$ cat src/rtl/ram_pkg.sv
// Shared widths and word/address types for the processor data memory.
package ram_pkg;

    localparam int RAM_ADDR_WIDTH = 4;
    localparam int RAM_DATA_WIDTH = 8;

    typedef logic [RAM_ADDR_WIDTH-1:0] ram_addr_t;
    typedef logic [RAM_DATA_WIDTH-1:0] ram_word_t;

endpackage : ram_pkg

$ cat src/rtl/ram.sv
// Data memory for the 8-bit datapath: synchronous write, combinational read
// gated by MemRead, synchronous active-high clear of every word.
module ram
    import ram_pkg::*;
#(
    parameter int ADDR_WIDTH = RAM_ADDR_WIDTH,
    parameter int DATA_WIDTH = RAM_DATA_WIDTH
) (
    input  logic                  clk,
    input  logic                  reset,
    input  logic                  MemWrite,
    input  logic                  MemRead,
    input  logic [ADDR_WIDTH-1:0] Address,
    input  logic [DATA_WIDTH-1:0] WriteData,
    output logic [DATA_WIDTH-1:0] MemData_out
);

    localparam int DEPTH = 1 << ADDR_WIDTH;

    // Reject degenerate configurations at elaboration time.
    if (ADDR_WIDTH < 1) begin : g_bad_addr_width
        $error("ram: ADDR_WIDTH must be >= 1");
    end
    if (DATA_WIDTH < 1) begin : g_bad_data_width
        $error("ram: DATA_WIDTH must be >= 1");
    end

    logic [DATA_WIDTH-1:0] mem_q [DEPTH];

    // Clear all words on reset, otherwise commit the addressed write.
    // NOTE: the clear-all reset forces this array into flops; a vendor block
    // RAM cannot be zeroed in one cycle, so keep the depth small.
    always_ff @(posedge clk) begin
        if (reset) begin
            for (int i = 0; i < DEPTH; i++) begin
                // NOTE: non-blocking so every word updates from the same
                // pre-edge state, as real flops do.
                mem_q[i] <= '0;
            end
        end else if (MemWrite) begin
            mem_q[Address] <= WriteData;
        end
    end

    // Combinational read; forced to zero when the read strobe is low.
    assign MemData_out = MemRead ? mem_q[Address] : '0;

    // Control strobes must be known whenever the memory is not being reset.
    a_strobes_known : assert property (
        @(posedge clk) disable iff (reset)
        !$isunknown({MemWrite, MemRead})
    ) else $error("ram: X/Z on MemWrite/MemRead");

    // The address must be known whenever either strobe uses it.
    a_addr_known : assert property (
        @(posedge clk) disable iff (reset)
        (MemWrite || MemRead) |-> !$isunknown(Address)
    ) else $error("ram: X/Z on Address while a strobe is high");

endmodule : ram

$ cat config.mk
export PLATFORM = sky130hd
export DESIGN_NAME = ram
export DESIGN_NICKNAME = d
export VERILOG_FILES = /design/src/rtl/ram_pkg.sv /design/src/rtl/ram.sv
export SDC_FILE = /design/constraint.sdc
export NUM_CORES = 1
export LEC_CHECK = 0
export CELL_PAD_IN_SITES_DETAIL_PLACEMENT = 0
export CELL_PAD_IN_SITES_GLOBAL_PLACEMENT = 2
export CORE_ASPECT_RATIO = 0.5
export CORE_MARGIN = 3
export CORE_UTILIZATION = 46
export CTS_BUF_LIST = sky130_fd_sc_hd__clkbuf_8
export DETAILED_ROUTE_END_ITERATION = 12
export GPL_TIMING_DRIVEN = 1
export PLACE_DENSITY_LB_ADDON = 0.05
export SYNTH_ARGS = -nofsm -noshare
export SYNTH_HDL_FRONTEND = slang
export SYNTH_SLANG_ARGS = --single-unit
$ cat constraint.sdc
create_clock -name clk -period 2.2 [get_ports clk]
set_clock_uncertainty 0.1 [all_clocks]
set_input_delay 0.44 -clock clk [delete_from_list [all_inputs] [get_ports clk]]
set_output_delay 0.44 -clock clk [all_outputs]
set_load 0.01 [all_outputs]
==> flow_metrics.tcl, run 1 <==
set metrics [dict create \
    outcome "complete, but fails checks" \
    violations "negative setup slack" \
    drv_cap 0 \
    numCtsBuffers 17 \
    place_area_um2 6720 \
    reg_top3 "mem_q: 128 flops" \
    synthArstFlopShare_pct 0 \
    synth_edf_count 128 \
    design_area_um2 7290 \
    worstPathRequired_ps 1660 \
    fmax_mhz 438 \
    synthCells 417 \
    p_per_area_nw_per_um2 765 \
    hold_depth 3 \
    setup_viol 8 \
    first_global_vias 3869 \
    dieWidth_um 168 \
    die-area_um2 14600 \
    drive_gt1_share_pct 30.7 \
    slew_headroom_pct 61.4 \
    muxShareOfSynthArea_pct 11.5 \
    yosys.area_share.simple_pct 20.1 \
    dr.pass1.iters 4 \
    setup.worst_path.end_class "output port" \
    synth_common_cells "130 x and2_1, 128 x edfxtp_1, 25 x nand2_1" \
    ant_nets 0 \
    synth_top_area_share_pct 63.6 \
    vdd_ir_drop_max_uv 408 \
    crit_type "reg -> out" \
    yosysTopAreaCell "edfxtp_1" \
    critPathArrivalTime_ps 1740 \
    syn-cell-area_um2 6050 \
    top_usage_layer "met2" \
    drv_slew 0 \
    yosys_most_used_dff "edfxtp_1" \
    met2_usage_pct 34.6 \
    viasPerCell 5.57 \
    clk_pin_slew_ps 80 \
    multi_input_area_um2 2140 \
    grt_setup_unrepaired "true" \
    synth_cell_types 27 \
    synth_warnings 0 \
    nets 498 \
    avgSynthCellArea_um2 14.5 \
    regMostFlops "mem_q" \
    fp-row-count 28 \
    grt_pass1_wl_mm 23.8 \
    gr-total-overflow 0 \
    cp_max_fo 1 \
    setup_slack_ps -84.7 \
    port_buffers 23 \
    io_pins 24 \
    power_leakage_nw 2.64 \
    wl_per_cell_um 23.9 \
    antenna_found_initial 1 \
    fill_cells 952 \
    final_hold_viol_count 0 \
    grt_max_degree 17 \
    holdBufCountCts 0 \
    synth_compound_area_share_pct 2.26 \
    synth_top_family_by_area "simple AND/OR/NAND/NOR gates" \
    wl_mm 15.8 \
    start_util_pct 49.2 \
    worstSetupStartpointType "register" \
    antenna_cells 0 \
    drt_iter0_drc 421 \
    area_delta_synth_final_pct 20.6 \
    core-area_um2 12300 \
    seq_area_um2 3840 \
    cts_sinks 128 \
    syn_nets 433 \
    drcViolationCount 0 \
    place_congestion 0.863 \
    hpwlAfterDp_mm 11.0 \
    die_h_um 87.1 \
    cts_tree "done" \
    met3_usage_pct 5.98 \
    grt_util_all_layers_pct 23.0 \
    ys_top_cells_by_area "edfxtp_1 64%, and2_1 13%, mux4_2 8.6%" \
    clk_path_buf_depth 2 \
    largest_register_ffs 128 \
    h-tree-depth 4 \
    ys_ff_latch 128 \
    hold_path.class "in -> reg" \
    grt_util_met1_pct 34.2 \
    fin_crit_sh_pct 104 \
    synth_fa_ha_area_share_pct 0 \
    fin_crit_ps 2280 \
    clock-root-buffer "clkbuf_8" \
    vias 3675 \
    yosysSeqAreaShare_pct 63.6 \
    synthXorXnorAreaFrac_pct 0 \
    max_slew.worst_pin.slew_ps 578 \
    synth_most_common_cell "and2_1" \
    final_core_util_pct 59.3 \
]
## cell families (layout without fill, tap and decap cells)
logic type,Yosys count,count (layout)
compound gates,18,18
buf+inv,25,103
mux,41,41
simple gates,205,205
flops,128,128
## metrics by stage
step	std cells	setup WS [ps]	hold WS (ps)	TNS, ps	total power, mW
3_3_place_gp	624	-856	1230	-42450	3.42
4_1_cts	660	-124	770	-732	5.60
6_report	660	-84.7	786	-474	5.58
5_1_grt	660	-163	799	-1050	5.75
3_5_place_dp	624	-959	1230	-50950	3.44
2_1_floorplan	417	177	538	0	3.17
## cell usage in the layout, fill, tap and decap left out, types with 12 or more instances in the layout
cell	instances
mux4_2	23
clkbuf_8	17
clkdlybuf4s50_1	12
nor2_1	12
buf_4	38
and2_1	128
edfxtp_1	128
mux2i_1	13
nand2_1	22
or2_2	16
## power by group
group,switching (mW),internal [mW]
sequential,0.0436,2.82
clock,1.02,1.14
combinational,0.312,0.249
## final timing paths
| path | start | end | slack, ps |
|---|---|---|---|
| hold / removal | WriteData[0] | mem_q[7][0]$_SDFFCE_PN0P_ | 790 |
| setup / recovery | mem_q[15][3]$_SDFFCE_PN0P_ | MemData_out[3] | -80 |
## final cells by class
| class | instances | area share [%] |
|---|---|---|
| Clock buffer | 17 | 3.21 |
| Sequential cell | 128 | 52.7 |
| Timing Repair Buffer | 71 | 9.42 |
| Clock inverter | 15 | 2.54 |
| Tap cell | 165 | 2.83 |
| Multi-Input combinational cell | 264 | 29.3 |
## critical path, stage by stage, from the launching register on
cell and delay [ps]:
edfxtp_1 390, mux4_2 580, nand4_1 120, o211ai_1 80, buf_2 150
## layer usage
layer	part of all wire [%]	vias to the layer above	routed length [µm]
met5	0	-	0
met4	0.65	0	102
met3	9.2	10	1450
met2	45	112	7150
met1	45	1886	7090
li1	-	1667	-
## what timing repair did
item | 4_1_cts | 5_1_grt
gates cloned | 3 | 0
endpoints found under the setup margin | 8 | 8
gates resized for setup | 65 | 5
buffers inserted | 1 | 0
hold endpoints to repair | 0 | 0
pin swaps | 9 | 2
Power figures use the tool's default switching activity.
==> run 2, diff against run 1 <==
==> constraint.sdc (replaced) <==
create_clock -name clk -period 2.2 [get_ports clk]
set_clock_uncertainty 0.1 [all_clocks]
set_input_delay 0.22 -clock clk [delete_from_list [all_inputs] [get_ports clk]]
set_output_delay 0.22 -clock clk [all_outputs]
set_load 0.01 [all_outputs]
==> run 2 against run 1 <==
Via count decreased by 0.84%. Largest power group unchanged. The run now ends clean. Critical path depth unchanged. Clock power down 12%. Critical path type unchanged. Critical endpoint unchanged.
==> flow_metrics.tcl, run 2 (synthesis results as in run 1) <==
set metrics [dict create \
    final_common_cell "and2_1" \
    worstPathRequired_ps 1880 \
    p_per_area_nw_per_um2 753 \
    area_delta_synth_final_pct 15.9 \
    mostFrequentLayoutCells "129 x and2_1, 128 x edfxtp_1, 29 x buf_4, 25 x nand2_1, 23 x mux4_2" \
    clk_pin_slew_ps 80 \
    drv_slew 0 \
    core-area_um2 12300 \
    slew_headroom_pct 48.3 \
    antenna_found_initial 0 \
    critPathLaunch "mem_q[5][3]$_SDFFCE_PN0P_" \
    ant_nets 0 \
    cts_tree "done" \
    place_congestion 0.839 \
    start_util_pct 49.2 \
    hpwlAfterDp_mm 10.8 \
    dr.pass1.iters 5 \
    wl_per_cell_um 23.3 \
    cts_sinks 128 \
    fmax_mhz 476 \
    crit_type "reg -> out" \
    reg_top3 "mem_q: 128 flops" \
    gr-total-overflow 0 \
    multi_input_area_um2 2070 \
    dieWidth_um 168 \
    max_slew.worst_pin.slew_ps 773 \
    critPathArrivalTime_ps 1780 \
    grt_max_degree 19 \
    post-place-ws_ps -486 \
    viasPerCell 5.61 \
    die_h_um 87.1 \
    first_global_vias 3719 \
    power_leakage_nw 2.52 \
    worstSetupStartpointType "register" \
    cp_max_fo 1 \
    die-area_um2 14600 \
    fill_cells 983 \
    regMostFlops "mem_q" \
    drcViolationCount 0 \
    numCtsBuffers 17 \
    power.total_mw 5.27 \
    stdcell_count 649 \
    grt_pass1_wl_mm 22.7 \
    place_inst 616 \
    worstHoldStart "Address[3]" \
    setup.worst_path.end_class "output port" \
    largest_register_ffs 128 \
    nets 486 \
    vias 3644 \
    port_buffers 23 \
    fin_crit_ps 2100 \
    h-tree-depth 4 \
    outcome "finished, final reports clean" \
    fin_crit_sh_pct 95.5 \
    final_hold_viol_count 0 \
    clock-root-buffer "clkbuf_8" \
    clk_path_buf_depth 2 \
    seq_area_um2 3840 \
    setup_viol 0 \
    drv_cap 0 \
    drive_gt1_share_pct 25.9 \
    io_pins 24 \
    wl_mm 15.1 \
    fp-row-count 28 \
    drt_iter0_drc 273 \
    setup_slack_ps 99.4 \
    grt_util_all_layers_pct 22.0 \
    vdd_ir_drop_max_uv 384 \
    hold_path.class "in -> reg" \
    grt_setup_unrepaired "true" \
]
run 2: changes by cell type in the layout (fill, tap and decap cells not counted), moves of 4 or more:
| cell | change |
|---|---|
| buf_2 | -7 |
| buf_4 | -9 |
| clkbuf_2 | +7 |
| clkinv_4 | -4 |
| mux2i_1 | +5 |
run 2: final cells by class:
class                   count  share of cell area [%]
flip-flops and latches    128                    54.8
multi-input cells         264                    29.5
repair buffers             59                    7.46
clock buffers              17                    3.34
well taps                 165                    2.95
clock inverters            15                    1.91
diodes                      1                  0.0357
run 2: metrics by stage:
step | hold slack (ps) | cell area [µm²] | utilization (%) | TNS (ps)
2_1_floorplan | 318 | 6050 | - | 0
3_5_place_dp | 1240 | 6660 | 54.2 | -7410
6_report | 683 | 7010 | 57.0 | 0
3_3_place_gp | 1240 | 6660 | 54.2 | -5270
4_1_cts | 648 | 7050 | 57.3 | 0
5_1_grt | 687 | 7010 | 57.0 | -5.15
run 2: final timing paths:
kind,cells past startpoint,slack [ps],to
setup / recovery,4,100,MemData_out[3]
hold / removal,5,680,mem_q[0][7]$_SDFFCE_PN0P_
run 2: report_power, final:
group          switching, mW  internal [mW]  total [mW]  leakage (nW)
clock                   1.01          0.904        1.91         0.183
sequential            0.0387           2.82        2.85          1.22
combinational          0.300          0.209       0.510          1.12
total                   1.35           3.93        5.27          2.52
run 2: timing repair:
| item | in CTS | in global routing |
|---|---|---|
| hold buffers | 0 | 0 |
| pin swaps | 2 | 2 |
| setup endpoints to repair | 8 | 8 |
| gates resized for setup | 24 | 9 |
| buffers inserted | 0 | 0 |
run 2: worst max-delay path, cell delays in order, from the launching register on:
cell and delay (ps):
edfxtp_1 400, mux4_2 580, nand4_1 130, o211ai_1 90
buf_2 150
run 2: metal layers:
layer | global-route usage [%] | vias to the layer above | wire length [µm]
li1 | - | 1643 | -
met1 | 30.5 | 1845 | 6690
met2 | 33.1 | 138 | 6700
met3 | 8.25 | 18 | 1520
met4 | 5.64 | 0 | 201
met5 | 0 | - | 0
